**src/rtl/serial_audio_pkg.sv**
```systemverilog
// Shared types and constants for the serial audio receiver.
package serial_audio_pkg;

  typedef enum logic [1:0] {
    IDLE  = 2'd0,
    LEFT  = 2'd1,
    RIGHT = 2'd2
  } rxState_e;

  localparam logic LR_LEFT  = 1'b0;
  localparam logic LR_RIGHT = 1'b1;

  localparam int DEF_DATA_W = 16;
  localparam int DEF_SLOT_W = 16;

  // Bit counter spans a whole frame of two slots.
  function automatic int cntWidth(input int slotW);
    return $clog2(2 * slotW);
  endfunction

endpackage

```
**src/rtl/serial_audio_rx_if.sv**
```systemverilog
// Serial input pair plus the sample/error outputs that feed the equalizer.
interface serial_audio_rx_if
  import serial_audio_pkg::*;
#(
  parameter int DATA_W = DEF_DATA_W,
  parameter int ERR_W  = 8
) ();

  logic              SFS;
  logic              SDI;
  logic [DATA_W-1:0] D;
  logic              LR;
  logic              D_valid;
  logic              frame_err;
  logic [ERR_W-1:0]  err_cnt;

  // Source side: drives the serial stream, observes samples.
  modport master (
    output SFS, SDI,
    input  D, LR, D_valid, frame_err, err_cnt
  );

  // Receiver side.
  modport slave (
    input  SFS, SDI,
    output D, LR, D_valid, frame_err, err_cnt
  );

endinterface

```
**src/rtl/serial_shift_reg.sv**
```systemverilog
// Serial-in/parallel-out shift register, MSB arrives first.
module serial_shift_reg
  import serial_audio_pkg::*;
#(
  parameter int DATA_W = DEF_DATA_W
) (
  input  logic              clk,
  input  logic              rst_n,
  input  logic              clr_i,
  input  logic              shift_en_i,
  input  logic              sdi_i,
  output logic [DATA_W-1:0] data_o
);

  logic [DATA_W-1:0] data_q, data_d;

  // Clear and shift may coincide: the new bit lands in a zeroed register.
  always_comb begin
    data_d = data_q;
    if (clr_i) data_d = '0;
    if (shift_en_i) data_d = {data_d[DATA_W-2:0], sdi_i};
  end

  // Register the shifted word.
  always_ff @(posedge clk or negedge rst_n) begin
    if (!rst_n) data_q <= '0;
    else        data_q <= data_d;
  end

  assign data_o = data_q;

endmodule

```
**src/rtl/serial_audio_rx.sv**
```systemverilog
// Frame-synchronous serial audio receiver: deserializes left/right slots
// into parallel samples with a valid strobe and mid-frame sync detection.
module serial_audio_rx
  import serial_audio_pkg::*;
#(
  parameter int DATA_W = DEF_DATA_W,
  parameter int SLOT_W = DEF_SLOT_W,
  parameter int ERR_W  = 8
) (
  input  logic               SCK,
  input  logic               reset_n,
  serial_audio_rx_if.slave   bus
);

  localparam int CNT_W = cntWidth(SLOT_W);
  localparam logic [CNT_W-1:0] LEFT_LAST  = CNT_W'(SLOT_W - 1);
  localparam logic [CNT_W-1:0] RIGHT_LAST = CNT_W'(2 * SLOT_W - 1);
  localparam logic [CNT_W-1:0] SLOT_BASE  = CNT_W'(SLOT_W);
  localparam logic [CNT_W-1:0] DATA_BITS  = CNT_W'(DATA_W);

  rxState_e          state_q, state_d;
  logic [CNT_W-1:0]  bitCnt_q, bitCnt_d;
  logic [CNT_W-1:0]  slotPos;
  logic              shiftEn, shiftClr, syncErr;
  logic              slotDone_q, slotDone_d;
  logic              slotLr_q, slotLr_d;
  logic [DATA_W-1:0] shiftData;

  logic [DATA_W-1:0] D_q;
  logic              LR_q, valid_q, err_q;
  logic [ERR_W-1:0]  errCnt_q;

  // Next-state logic: a sync pulse always restarts the frame at the left MSB,
  // and flags an error if a frame was already in progress.
  always_comb begin
    state_d    = state_q;
    bitCnt_d   = bitCnt_q;
    shiftEn    = 1'b0;
    shiftClr   = 1'b0;
    syncErr    = 1'b0;
    slotDone_d = 1'b0;
    slotLr_d   = LR_LEFT;
    slotPos    = (state_q == RIGHT) ? (bitCnt_q - SLOT_BASE) : bitCnt_q;
    if (bus.SFS) begin
      syncErr  = (state_q != IDLE);
      state_d  = LEFT;
      bitCnt_d = CNT_W'(1);
      shiftClr = 1'b1;
      shiftEn  = 1'b1;
    end else begin
      unique case (state_q)
        IDLE: begin
          state_d = IDLE;
        end
        LEFT: begin
          shiftEn  = (slotPos < DATA_BITS);
          bitCnt_d = bitCnt_q + 1'b1;
          if (bitCnt_q == LEFT_LAST) begin
            state_d    = RIGHT;
            slotDone_d = 1'b1;
            slotLr_d   = LR_LEFT;
          end
        end
        RIGHT: begin
          shiftEn  = (slotPos < DATA_BITS);
          bitCnt_d = bitCnt_q + 1'b1;
          if (bitCnt_q == RIGHT_LAST) begin
            state_d    = IDLE;
            bitCnt_d   = '0;
            slotDone_d = 1'b1;
            slotLr_d   = LR_RIGHT;
          end
        end
        default: begin
          state_d  = IDLE;
          bitCnt_d = '0;
        end
      endcase
    end
  end

  // FSM, bit counter and the one-cycle slot-complete marker.
  always_ff @(posedge SCK or negedge reset_n) begin
    if (!reset_n) begin
      state_q    <= IDLE;
      bitCnt_q   <= '0;
      slotDone_q <= 1'b0;
      slotLr_q   <= LR_LEFT;
    end else begin
      state_q    <= state_d;
      bitCnt_q   <= bitCnt_d;
      slotDone_q <= slotDone_d;
      slotLr_q   <= slotLr_d;
    end
  end

  serial_shift_reg #(.DATA_W(DATA_W)) u_shift (
    .clk        (SCK),
    .rst_n      (reset_n),
    .clr_i      (shiftClr),
    .shift_en_i (shiftEn),
    .sdi_i      (bus.SDI),
    .data_o     (shiftData)
  );

  // Output registers: the sample is published one cycle after its last bit,
  // so the shift register's pre-edge contents are the completed word.
  always_ff @(posedge SCK or negedge reset_n) begin
    if (!reset_n) begin
      D_q      <= '0;
      LR_q     <= LR_LEFT;
      valid_q  <= 1'b0;
      err_q    <= 1'b0;
      errCnt_q <= '0;
    end else begin
      valid_q <= slotDone_q;
      err_q   <= syncErr;
      if (slotDone_q) begin
        D_q  <= shiftData;
        LR_q <= slotLr_q;
      end
      if (syncErr && (errCnt_q != '1)) errCnt_q <= errCnt_q + 1'b1;
    end
  end

  assign bus.D         = D_q;
  assign bus.LR        = LR_q;
  assign bus.D_valid   = valid_q;
  assign bus.frame_err = err_q;
  assign bus.err_cnt   = errCnt_q;

endmodule

```
**src/flat_wrapper.sv**
```systemverilog
// flat-port wrapper written by rule: the top's interface ports become plain ports
module serial_audio_rx_flat import serial_audio_pkg::*;
#(
  parameter int DATA_W = DEF_DATA_W,
  parameter int SLOT_W = DEF_SLOT_W,
  parameter int ERR_W  = 8
)
  (SCK, reset_n, bus_SFS, bus_SDI, bus_D, bus_LR, bus_D_valid, bus_frame_err, bus_err_cnt);
  serial_audio_rx_if #(.DATA_W(DATA_W), .ERR_W(ERR_W)) bus_i ();
  input  logic SCK;
  input  logic reset_n;
  input wire logic [$bits(bus_i.SFS)-1:0] bus_SFS;
  input wire logic [$bits(bus_i.SDI)-1:0] bus_SDI;
  output wire logic [$bits(bus_i.D)-1:0] bus_D;
  output wire logic [$bits(bus_i.LR)-1:0] bus_LR;
  output wire logic [$bits(bus_i.D_valid)-1:0] bus_D_valid;
  output wire logic [$bits(bus_i.frame_err)-1:0] bus_frame_err;
  output wire logic [$bits(bus_i.err_cnt)-1:0] bus_err_cnt;
  assign bus_i.SFS = bus_SFS;
  assign bus_i.SDI = bus_SDI;
  assign bus_D = bus_i.D;
  assign bus_LR = bus_i.LR;
  assign bus_D_valid = bus_i.D_valid;
  assign bus_frame_err = bus_i.frame_err;
  assign bus_err_cnt = bus_i.err_cnt;
  serial_audio_rx #(.DATA_W(DATA_W), .SLOT_W(SLOT_W), .ERR_W(ERR_W)) u_core (.SCK(SCK), .reset_n(reset_n), .bus(bus_i));
endmodule
```
**config.mk**
```make
export PLATFORM = sky130hd
export DESIGN_NAME = serial_audio_rx_flat
export DESIGN_NICKNAME = d
export VERILOG_FILES = /design/src/rtl/serial_audio_pkg.sv /design/src/rtl/serial_audio_rx_if.sv /design/src/rtl/serial_shift_reg.sv /design/src/rtl/serial_audio_rx.sv /design/src/flat_wrapper.sv
export SDC_FILE = /design/constraint.sdc
export NUM_CORES = 1
export LEC_CHECK = 0
export ABC_CLOCK_PERIOD_IN_PS = 3290
export BUFFER_PORTS_ARGS = -buffer_cell sky130_fd_sc_hd__buf_2
export CAP_MARGIN = 20
export CORE_MARGIN = 2
export CORE_UTILIZATION = 45
export DETAILED_ROUTE_END_ITERATION = 16
export PLACE_DENSITY = 0.74
export SYNTH_ARGS = -nofsm -noshare
export SYNTH_HDL_FRONTEND = slang
export SYNTH_SLANG_ARGS = --single-unit
export TNS_END_PERCENT = 50
```
**constraint.sdc**
```tcl
create_clock -name SCK -period 3.29 [get_ports SCK]
set_clock_uncertainty 0.15 [all_clocks]
set_input_delay 0.658 -clock SCK [delete_from_list [all_inputs] [get_ports SCK]]
set_output_delay 0.658 -clock SCK [all_outputs]
set_load 0.05 [all_outputs]
```
Word-level counts from Yosys, hierarchy flattened
Index checks and enable logic that the tools add are counted.
Storage, ports and cells
  bits in registers: 52
  input bits: 4
  output and inout bits: 27
  word-level logic and storage cells: 49
Operators by class
  $add $sub $neg: 3
  order comparisons: 1
  equal/unequal tests: 8
  multiplexer cells: 20
  reduce and logical (&&, ||, !) cells: 6
Operators by type and width (count)
  16-bit 2-to-1 mux: 2
  5-bit 2-to-1 mux: 3
  5-bit case mux with 3 select lines: 1
  1-bit 2-to-1 mux: 9
  8-bit by 1-bit adder with 8-bit output, second input constant: 1
  8-bit inequality test, second input constant: 1
  2-bit 2-to-1 mux: 3
  5-bit by 1-bit adder with 5-bit output, second input constant: 1
  5-bit by 4-bit == test with 1-bit output, second input constant: 1
  5-bit == test, second input constant: 1
  5-bit < comparator, second input constant: 1
  5-bit subtractor, second input constant: 1
  2-bit case mux with 2 select lines: 1
  2-bit nonzero test: 2
  3-bit by 2-bit inequality test with 1-bit output, second input constant: 1
  3-bit inequality test, second input constant: 1
  2-bit by 1-bit == test with 1-bit output, second input constant: 1
  2-bit == test, second input constant: 1
  2-bit logical NOT: 1
  2-bit inequality test, second input constant: 1
  1-bit case mux with 2 select lines: 1
  2-bit AND reduction: 1
  2-bit OR reduction: 1
  1-bit logical AND: 1

Logic depth before layout (Yosys ltp)
Gate-level depths: netlist of run 1.
  depth in word-level cells: 6
  depth in mapped cells: 6
  gate-level depth less buffers: 6

Modules after synthesis
A second synthesis of run 1 with hierarchy kept.
Unflattened totals
  cell total of the unflattened synthesis: 186
  area total of the unflattened synthesis: 2278.4 um^2
Modules (own cells, without submodules)
  serial_audio_rx: times used 1, cells an instance 134, area an instance 1615.3 um^2, sequential area each 900.9 um^2
  serial_shift_reg: times used 1, cells an instance 52, area an instance 663.1 um^2, sequential area each 400.4 um^2

Worst setup path before layout of run 1
No wires, ideal clock.
  path type: register to register
  start: register u_core.bitCnt_q[0]
  end: register u_core.bitCnt_q[4]
  setup time: 0.078 ns
  data arrival time: 1.646 ns
  required time: 3.062 ns
  path slack: 1.416 ns
  cell stages (with the launch flop): 6
  buffers on the path: 0
  clock period less this slack: 1.874 ns
  cell sequence: dfrtp_1 > ha_1 > and3_1 > ha_1 > or4_1 > a21oi_1
On the way
  word-level cells in the longest chain between the ends: 4
  elaborated cells between the ends (all ways): 5
  classes of those cells: add/sub (1); eq/ne (1); mux (3)
Ends and longest elaborated chain
  start, declared: line serial_audio_rx.sv:22  | logic [CNT_W-1:0] bitCnt_q, bitCnt_d;
  start signal, assigned: line serial_audio_rx.sv:91  | bitCnt_q <= bitCnt_d;
  5-bit by 1-bit adder with 5-bit output or 5-bit == test (tied branches): line serial_audio_rx.sv:57, serial_audio_rx.sv:66, serial_audio_rx.sv:67
  5-bit 2-to-1 mux: line serial_audio_rx.sv:67  | if (bitCnt_q == RIGHT_LAST) begin
  5-bit case mux with 3 select lines (*): line serial_audio_rx.sv:51  | unique case (state_q)
  5-bit 2-to-1 mux (*): line serial_audio_rx.sv:44  | if (bus.SFS) begin
Every way passes the cells marked *; elsewhere a longest branch is shown, timed or not.
A chain may end at the register's enable or synchronous reset.

Final worst setup path of run 1
  start: register u_core.state_q[0]
  end: register u_core.u_shift.data_q[0] (netlist: u_core.u_shift.data_o[0])
On the way
  word-level cells in the longest chain between the ends: 6
  elaborated cells between the ends (all ways): 8
  classes of those cells: order compare (1); eq/ne (2); mux (4); reduce/logical (1)
Ends and longest elaborated chain
  start, declared: line serial_audio_rx.sv:21  | rxState_e state_q, state_d;
  start signal, assigned: line serial_audio_rx.sv:90  | state_q <= state_d;
  2-bit == test: line serial_audio_rx.sv:43, serial_audio_rx.sv:51
  5-bit 2-to-1 mux: line serial_audio_rx.sv:43  | slotPos = (state_q == RIGHT) ? (bitCnt_q - SLOT_BASE) : bitCnt_q;
  5-bit < comparator: line serial_audio_rx.sv:56, serial_audio_rx.sv:65
  1-bit 2-to-1 mux (*)
  1-bit 2-to-1 mux (*): line serial_audio_rx.sv:44
  16-bit 2-to-1 mux (*): line serial_shift_reg.sv:21  | if (shift_en_i) data_d = {data_d[DATA_W-2:0], sdi_i};
  net u_core.u_shift.data_d[0]: line serial_shift_reg.sv:15  | logic [DATA_W-1:0] data_q, data_d;
  end signal, assigned: line serial_shift_reg.sv:27  | else data_q <= data_d;
  end, declared: line serial_shift_reg.sv:15
Mark *: on every way through the listed nets, which the timed path passes. The rest lies on a longest branch.

==> results of run 1 <==
-- per-layer routing --
layer | wire length (µm) | share of wire (%) | vias up
li1 | - | - | 785
met1 | 1950 | 48 | 777
met2 | 1900 | 47 | 28
met3 | 145 | 3.6 | 7
met4 | 60 | 1.5 | 0
met5 | 0 | 0 | -
-- flip-flops by register name, indices dropped and copies added, names as in the netlist --
register               cells
u_core.u_shift.data_o     16
u_core.bitCnt_q            5
u_core.slotDone_q          1
u_core.slotLr_q            1
u_core.state_q             2
u_core.bus.frame_err       1
u_core.bus.LR              1
u_core.bus.D              16
u_core.bus.err_cnt         8
u_core.bus.D_valid         1
-- stage by stage --
stage / cells / setup WS (ps) / utilization, % / power, mW
2_1_floorplan: 204 / 1420 / - / 1.16
3_3_place_gp: 296 / 1300 / 50.3 / 1.27
3_5_place_dp: 296 / 1210 / 50.3 / 1.28
4_1_cts: 304 / 1210 / 52.0 / 1.64
5_1_grt: 304 / 1000 / 52.0 / 1.71
6_report: 304 / 1240 / 52.0 / 1.62
-- worst max-delay path by stage --
stage / start / end / cells past startpoint
after floorplan: u_core.bitCnt_q[0] / u_core.bitCnt_q[4] / 5
after global placement: u_core.state_q[0] / u_core.u_shift.data_o[0] / 5
after detailed placement: u_core.state_q[0] / u_core.u_shift.data_o[0] / 5
after CTS: u_core.state_q[0] / u_core.u_shift.data_o[0] / 5
after global routing: u_core.state_q[0] / u_core.u_shift.data_o[0] / 5
final: u_core.state_q[0] / u_core.u_shift.data_o[0] / 5
-- power by group through the flow --
stage          registers [mW]  clock network (mW)  logic (mW)
6_report                0.791               0.360       0.473
5_1_grt                 0.807               0.400       0.508
4_1_cts                 0.789               0.376       0.476
3_5_place_dp            0.801                   0       0.475
3_3_place_gp            0.798                   0       0.468
2_1_floorplan           0.994                   0       0.162
-- layout by cell type, fill, tap and decap left out, types with 3 or more instances in the layout --
cell,Yosys,routed
o21ai_1,10,10
a21oi_1,13,13
nand2_1,8,8
o21ai_0,6,6
dfrtp_1,52,52
nor2_1,6,6
ha_1,7,7
buf_2,8,30
nand3_1,17,17
clkbuf_8,0,5
buf_4,0,3
inv_1,10,10
mux2_2,20,20
a21oi_2,10,10
a211oi_1,4,4
nand2b_1,3,3
-- area by class of cell --
type                       count  area [µm²]
fill                         471        2450
sequential                    52        1300
multi-input combinational    131         971
timing repair buffer          33         173
tap                           70        87.6
clock buffer                   5        68.8
inverter                      10        37.5
clock inverter                 3        18.8
-- cells by family (layout without fill, tap and decap cells) --
| logic type | Yosys count | count (layout) | share of synthesized area [%] |
|---|---|---|---|
| flops | 52 | 52 | 54.9 |
| simple gates | 45 | 45 | 9.88 |
| compound gates | 53 | 53 | 14.8 |
| xor+xnor | 3 | 3 | 1.74 |
| buf+inv | 21 | 51 | 4.07 |
| mux | 23 | 23 | 10.8 |
| fa+ha+maj | 7 | 7 | 3.70 |
-- critical path: stages, from the launching register on --
cell	delay, ps
dfrtp_1	360
inv_1	70
ha_1	290
xnor2_2	570
a21oi_1	180
mux2_1	330
==> impl_metrics.tcl, run 1 <==
set metrics [dict create \
    outcome "completed" \
    hp-class "input port to asynchronous set/reset pin" \
    timing.fmax_mhz 487 \
    grt_pass1_vias 1652 \
    post_cts_buffers 0 \
    synth_ff_type "dfrtp_1" \
    rrSetupSlack_ps 1240 \
    ir_drop_mv 0.303 \
    io_buffers 30 \
    setup_tns_ps 0 \
    grt_max_degree 53 \
    cts_max_level 2 \
    cp-end-kind "register" \
    dieArea_um2 5860 \
    whs_ps 304 \
    start_util_pct 46.4 \
    grt_use_met1_pct 20.3 \
    setup_viol 0 \
    diodes 0 \
    syn-num-nets 215 \
    arrival_ps 2100 \
    ys_top_cells_by_area "dfrtp_1, mux2_2, a21oi_2" \
    globalRouteMet3Util_pct 3.20 \
    period_needed_ps 2050 \
    rows 26 \
    worstRegToRegCells 5 \
    top_usage_layer "met2" \
    p_seq_share_pct 48.7 \
    worst_setup_path_start_kind "register" \
    clkPwrFrac_pct 22.2 \
    cts_num_sinks 52 \
    syn2layout_area_growth_pct 12.2 \
    cp_max_fo 16 \
    worst_pin_slew_ps 701 \
    crit_type "register to register" \
    leakagePower_nw 1.23 \
    cts_made_buffers 5 \
    synth.most_common_cell "dfrtp_1" \
    clk_pin_slew_ps 100 \
    hold_viol 0 \
    drive_above_1_share_pct 31.6 \
    p_per_area_nw_per_um2 611 \
    finalInstanceArea_um2 2660 \
    die_w_um 76.6 \
    ctsResizeCount 0 \
    clkLatencyLatePin_ps 310 \
    max_slew_margin_pct 53.3 \
    met2_usage_pct 25.7 \
    die_y_um 76.6 \
    timing.rr.start "u_core.state_q[0]" \
    place_congestion 0.788 \
    first_iter_violations 71 \
    antenna_found_initial 0 \
    avgSynthCellArea_um2 11.6 \
    layout.nets 244 \
    ant_nets 0 \
    hold_buffers 0 \
    p_sw_share_pct 39.1 \
    core_area_um2 5110 \
    first_pass_iters 4 \
    r2r-end "u_core.u_shift.data_o[0]" \
    synth_seq_cells 52 \
    wl_per_cell_um 13.3 \
    synth_edf_count 0 \
    io_pins 31 \
    timing.final.crit_share_pct 62.4 \
    maxCapViolCount 0 \
    placed_area_um2 2570 \
    cp_data_required_time_ps 3340 \
    cts_tree "yes" \
    syn-cell-area_um2 2370 \
    gr-usage-all-layers_pct 15.4 \
    ys_seq_area_share_pct 54.9 \
    internal_power_uw 989 \
    yosys_warnings 0 \
    wl_um 4060 \
    rsz0062_at_grt "false" \
    vias_per_cell 5.25 \
    synth.largest_area_cell "dfrtp_1" \
    cts_buffer_depth 2 \
    synth_top_area_share_pct 54.9 \
    synthArstFlopShare_pct 100 \
    grt_pass1_wl_um 7440 \
    power_frac_comb_pct 29.1 \
    drc 0 \
    globalRouteOverflowTotal 0 \
    ctsRootBufferMaster "clkbuf_8" \
    dpl.hpwl_um 2580 \
    yosys-top-cells-count "dfrtp_1, mux2_2, nand3_1, a21oi_1" \
    synthesis.instances 204 \
    report.final.slew_viol_count 0 \
    vias 1597 \
    ys_types 40 \
    switchingPower_uw 635 \
]
Power figures use the tool's default switching activity.
==> run 2, diff against run 1 <==
--- a/config.mk
+++ b/config.mk
@@ -5,13 +5,14 @@
 export SDC_FILE = /design/constraint.sdc
 export NUM_CORES = 1
 export LEC_CHECK = 0
-export ABC_CLOCK_PERIOD_IN_PS = 3290
+export ABC_AREA = 1
+export ABC_CLOCK_PERIOD_IN_PS = 1600
 export BUFFER_PORTS_ARGS = -buffer_cell sky130_fd_sc_hd__buf_2
 export CAP_MARGIN = 20
 export CORE_MARGIN = 2
 export CORE_UTILIZATION = 45
 export DETAILED_ROUTE_END_ITERATION = 16
-export PLACE_DENSITY = 0.74
+export PLACE_DENSITY = 0.76
 export SYNTH_ARGS = -nofsm -noshare
 export SYNTH_HDL_FRONTEND = slang
 export SYNTH_SLANG_ARGS = --single-unit
==> constraint.sdc (replaced) <==
create_clock -name SCK -period 1.6 [get_ports SCK]
set_clock_uncertainty 0.15 [all_clocks]
set_input_delay 0.32 -clock SCK [delete_from_list [all_inputs] [get_ports SCK]]
set_output_delay 0.32 -clock SCK [all_outputs]
set_load 0.05 [all_outputs]
==> run 2 against run 1 <==
Cell count grew 18%. Flip-flop and latch count unchanged. Area after synthesis decreased by 0.11%. Largest power group unchanged. Highest routed layer unchanged.
==> impl_metrics.tcl, run 2 <==
set metrics [dict create \
    gr-usage-all-layers_pct 15.7 \
    wl_per_cell_um 12.4 \
    arrival_ps 1680 \
    synth.most_common_cell "nand2_1" \
    layout.nets 299 \
    timing.fmax_mhz 626 \
    mostFrequentLayoutCells "nand2_1, dfrtp_1, buf_2, inv_1, mux2_2" \
    ant_nets 0 \
    cts_buffer_depth 2 \
    syn-num-nets 252 \
    cts_max_level 2 \
    place_congestion 0.875 \
    p_sw_share_pct 36.2 \
    first_pass_iters 4 \
    ys_types 27 \
    yosys_warnings 0 \
    switchingPower_mw 1.22 \
    synth_top_area_share_pct 55.0 \
    rsz0062_at_grt "true" \
    synthesis.instances 241 \
    drc 0 \
    die_y_um 76.5 \
    crit_path_start "u_core.bitCnt_q[0]" \
    finalPower_mw 3.38 \
    ctsRootBufferMaster "clkbuf_8" \
    worstRegToRegCells 9 \
    placed_area_um2 2640 \
    mostFrequentLayoutCell "nand2_1" \
    hold_viol 0 \
    cp-end-kind "register" \
    report.final.slew_viol_count 0 \
    first_iter_violations 118 \
    outcome "completed" \
    clk_pin_slew_ps 90 \
    diodes 0 \
    antenna_found_initial 0 \
    r2r-end "u_core.bitCnt_q[2]" \
    cts_num_sinks 52 \
    p_seq_share_pct 48.5 \
    hp-class "input port to register" \
    ys_seq_area_share_pct 55.0 \
    io_buffers 30 \
    timing.final.crit_share_pct 99.9 \
    grt_pass1_vias 1682 \
    leakagePower_nw 1.52 \
    timing.rr.start "u_core.bitCnt_q[0]" \
    syn-cell-area_um2 2370 \
    internal_power_mw 2.16 \
    cts_tree "yes" \
    core_area_um2 5070 \
    worst_pin_slew_ps 272 \
    fin_ws_ps 1.28 \
    p_per_area_nw_per_um2 1160 \
    regArea_um2 1300 \
    yosys-top-cells-count "nand2_1, dfrtp_1, inv_1, mux2_2, nor2_1" \
    synth.largest_area_cell "dfrtp_1" \
    avgSynthCellArea_um2 9.82 \
    worst_setup_path_start_kind "register" \
    worstSetupEndpoint "u_core.bitCnt_q[2]" \
    synthArstFlopShare_pct 100 \
    grt_pass1_wl_um 7450 \
    drive_above_1_share_pct 33.9 \
    cp_data_required_time_ps 1680 \
    power_frac_comb_pct 29.5 \
    vias 1729 \
    maxCapViolCount 0 \
    finalInstanceArea_um2 2910 \
    rrSetupSlack_ps 1 \
    cts_made_buffers 5 \
    io_pins 31 \
    max_slew_margin_pct 81.9 \
    dp_slack_ps -101 \
    synth_seq_cells 52 \
    synth_ff_type "dfrtp_1" \
    cp_max_fo 5 \
    fillerInstances 434 \
    syn2layout_area_growth_pct 22.8 \
    crit_type "register to register" \
    synth_edf_count 0 \
    clkLatencyLatePin_ps 310 \
    ir_drop_mv 0.643 \
    vias_per_cell 4.82 \
    rows 26 \
    globalRouteOverflowTotal 0 \
    die_w_um 76.5 \
    dieArea_um2 5850 \
    dpl.hpwl_um 2840 \
    setup_viol 0 \
    wl_um 4450 \
    period_needed_ps 1600 \
    start_util_pct 46.6 \
    ys_top_cells_by_area "dfrtp_1, nand2_1, mux2_2" \
    grt_max_degree 53 \
    clkPwrFrac_pct 22.0 \
    multi_input_area_um2 1000 \
]
[run 2: power groups by stage]
stage                     Sequential, mW  Clock, mW  Combinational (mW)
after detailed placement            1.65          0               0.860
after CTS                           1.63      0.774               0.873
final                               1.64      0.744               0.999
after global routing                1.66      0.835                1.10
after global placement              1.65          0               0.839
after floorplan                     1.87          0               0.410
[run 2: routing by layer]
layer / track usage [%] / vias up / routed length (µm)
met5: 0 / - / 0
met4: 5.09 / 0 / 72
met3: 4.15 / 7 / 146
met2: 26.8 / 35 / 2210
met1: 19.5 / 815 / 2020
li1: - / 872 / -
[run 2: stage by stage]
step | instances | setup TNS (ps) | utilization [%] | hold slack [ps]
2_1_floorplan | 241 | 0 | - | -126
3_3_place_gp | 343 | -3.41 | 52.0 | 182
4_1_cts | 352 | -0.395 | 54.2 | 61.3
3_5_place_dp | 343 | -299 | 52.0 | 181
5_1_grt | 359 | -394 | 57.2 | 54.6
6_report | 359 | 0 | 57.2 | 75.3
[run 2: kinds of logic (layout without fill, tap and decap cells)]
family          after synthesis  count (layout)  share of synthesized area (%)
buf+inv                      29              77                           6.13
fa+ha+maj                     7               7                           3.70
compound gates               29              29                           6.19
simple gates                106             106                           20.6
xor+xnor                      2               2                          0.740
flops                        52              52                           55.0
mux                          16              16                           7.61
[run 2: how the worst min path moves through the flow]
| stage | from | end | slack [ps] | cells after the start |
|---|---|---|---|---|
| 6_report | bus_SDI | u_core.u_shift.data_o[0] | 80 | 3 |
| 3_5_place_dp | reset_n | u_core.bus.err_cnt[7] | 180 | 2 |
| 3_3_place_gp | reset_n | u_core.bus.err_cnt[7] | 180 | 2 |
| 5_1_grt | bus_SDI | u_core.u_shift.data_o[0] | 50 | 3 |
| 4_1_cts | bus_SDI | u_core.u_shift.data_o[0] | 60 | 3 |
| 2_1_floorplan | reset_n | u_core.bitCnt_q[0] | -130 | 0 |
[run 2: cell type report]
class | count | area share, %
inverter | 22 | 2.97
tap | 70 | 3.01
sequential | 52 | 44.9
clock buffer | 5 | 2.37
multi-input combinational | 160 | 34.5
timing repair buffer | 47 | 11.6
clock inverter | 3 | 0.732
[run 2: what timing repair did]
item | 4_1_cts | 5_1_grt
setup endpoints to repair | 6 | 27
gates resized for setup | 6 | 19
hold buffers | 1 | 0
buffers inserted | 0 | 6
hold endpoints to repair | 52 | 0
pin swaps | 3 | 5
gates cloned | 0 | 1
[run 2: critical path, stage by stage (launching register included)]
cell     delay [ps]
dfrtp_1         400
ha_2            200
nand2_2          90
nor2_4           50
ha_2            200
inv_2            50
nand2_2          80
nand2_4          80
nand4_1          90
a21oi_1         140
==> run 3, diff against run 2 <==
--- a/config.mk
+++ b/config.mk
@@ -11,7 +11,9 @@
 export CAP_MARGIN = 20
 export CORE_MARGIN = 2
 export CORE_UTILIZATION = 45
+export CTS_BUF_LIST = sky130_fd_sc_hd__clkbuf_4 sky130_fd_sc_hd__clkbuf_8
 export DETAILED_ROUTE_END_ITERATION = 16
+export GPL_TIMING_DRIVEN = 0
 export PLACE_DENSITY = 0.76
 export SYNTH_ARGS = -nofsm -noshare
 export SYNTH_HDL_FRONTEND = slang
==> run 3 against run 2 <==
Cell count is 0.56% lower. Hold slack better by 14 ps. Flip-flop and latch count unchanged. Global-route usage grew 0.25 points. Count of clock-buffer cells in the layout up 2. Design area down 1.9%. Register-to-register slack better by 60 ps. Maximum frequency up 4.0%. Critical path type unchanged. Critical endpoint unchanged.
==> impl_metrics.tcl, run 3 (synthesized netlist as in run 2, its figures left out) <==
set metrics [dict create \
    outcome "completed" \
    met2_usage_pct 24.5 \
    hold_start "bus_SDI" \
    cts_tree "yes" \
    drc 0 \
    mostFrequentLayoutCell "nand2_1" \
    mostFrequentLayoutCells "nand2_1, dfrtp_1, buf_2, inv_1, mux2_2" \
    timing.rr.start "u_core.bitCnt_q[0]" \
    dp.cells 342 \
    setup_viol 0 \
    layout.nets 297 \
    p_per_area_nw_per_um2 1170 \
    dpl.hpwl_um 2950 \
    cts_max_level 2 \
    cp-end-kind "register" \
    grt_pass1_vias 1657 \
    worst_setup_path_start_kind "register" \
    final_cells 357 \
    hp-class "input port to register" \
    ir_drop_mv 0.694 \
    dp_slack_ps -149 \
    diodes 0 \
    dieArea_um2 5850 \
    place_congestion 0.831 \
    core_area_um2 5070 \
    globalRouteMet3Util_pct 3.79 \
    cts_made_buffers 5 \
    fin_ws_ps 62.1 \
    max_slew_margin_pct 79.6 \
    antenna_found_initial 0 \
    crit_type "register to register" \
    cp_data_required_time_ps 1670 \
    leakagePower_nw 1.50 \
    die_y_um 76.5 \
    worst_pin_slew_ps 305 \
    timing.fmax_mhz 650 \
    io_pins 31 \
    arrival_ps 1610 \
    clkLatencyLatePin_ps 300 \
    io_buffers 30 \
    report.final.slew_viol_count 0 \
    cp_max_fo 5 \
    gr-usage-all-layers_pct 16.0 \
    cts_buffer_depth 2 \
    ctsRootBufferMaster "clkbuf_8" \
    vias_per_cell 4.97 \
    rows 26 \
    min_to "u_core.u_shift.data_o[0]" \
    worstRegToRegCells 9 \
    globalRouteOverflowTotal 0 \
    ant_nets 0 \
    min_path_cells 3 \
    finalPower_mw 3.35 \
    grt_use_met1_pct 22.2 \
    hold_viol 0 \
    period_needed_ps 1540 \
    rrSetupSlack_ps 60 \
    first_pass_iters 4 \
    drive_above_1_share_pct 32.4 \
    start_util_pct 46.6 \
    wl_per_cell_um 12.5 \
    timing.final.crit_share_pct 96.1 \
    grt_pass1_wl_um 7540 \
    die_w_um 76.5 \
    vias 1774 \
    wl_um 4470 \
    maxCapViolCount 0 \
    clk_pin_slew_ps 90 \
    r2r-end "u_core.bitCnt_q[2]" \
    top_usage_layer "met2" \
    syn2layout_area_growth_pct 20.4 \
    cts_num_sinks 52 \
    grt_max_degree 42 \
    rsz0062_at_grt "true" \
    first_iter_violations 175 \
]
run 3: cell types whose count changed in the layout (fill, tap and decap cells not counted), moves of 2 or more:
| cell | before | now |
|---|---|---|
| nand2_2 | 5 | 3 |
| buf_2 | 29 | 31 |
| buf_4 | 11 | 9 |
| buf_6 | 1 | 3 |
run 3: per-layer routing:
metal,share of wire (%),vias up
li1,-,872
met1,46,854
met2,48,44
met3,4.6,4
met4,1.3,0
met5,0,-
run 3: worst max-delay path, stage by stage (launching register included):
cell	delay, ps
dfrtp_1	400
ha_2	200
nand2_2	90
nor2_4	50
ha_4	170
inv_4	60
nand2_4	50
nand2_4	70
nand4_1	80
a21oi_1	140
run 3: cell type report:
cell class,count,area [µm²]
fill,453,2230
sequential,52,1300
multi-input combinational,160,985
clock inverter,1,7.51
timing repair buffer,38,225
clock buffer,7,90.1
buffer,7,61.3
inverter,22,88.8
tap,70,87.6
run 3: worst max path at each step:
stage,from,to,slack (ps),cells past startpoint
floorplan,u_core.bitCnt_q[0],u_core.bitCnt_q[0],40,9
global placement,u_core.bitCnt_q[0],u_core.bitCnt_q[2],-110,9
detailed placement,u_core.bitCnt_q[0],u_core.bitCnt_q[0],-150,9
CTS,u_core.bitCnt_q[0],u_core.bitCnt_q[2],6,9
global route,u_core.bitCnt_q[0],u_core.bitCnt_q[2],-30,9
finish,u_core.bitCnt_q[0],u_core.bitCnt_q[2],60,9
run 3: what timing repair did:
item,CTS,global route
setup endpoints to repair,5,24
pin swaps,4,4
hold endpoints to repair,11,0
hold buffers,1,0
resized for setup,6,13
cloned,0,0
buffers inserted,3,3
run 3: report_power, final:
group | switching, mW | total (mW) | leakage, nW | internal (mW)
Sequential | 0.154 | 1.64 | 0.700 | 1.48
Clock | 0.420 | 0.790 | 0.0479 | 0.369
Combinational | 0.611 | 0.920 | 0.751 | 0.309
run 3: metrics by stage:
stage | utilization, % | cell area, µm² | hold WS, ps | TNS, ps
2_1_floorplan | - | 2370 | -126 | 0
3_3_place_gp | 51.4 | 2610 | 214 | -279
3_5_place_dp | 51.8 | 2630 | 74.9 | -491
4_1_cts | 54.7 | 2770 | 79.7 | 0
5_1_grt | 56.1 | 2850 | 81.9 | -55.7
6_report | 56.1 | 2850 | 88.8 | 0
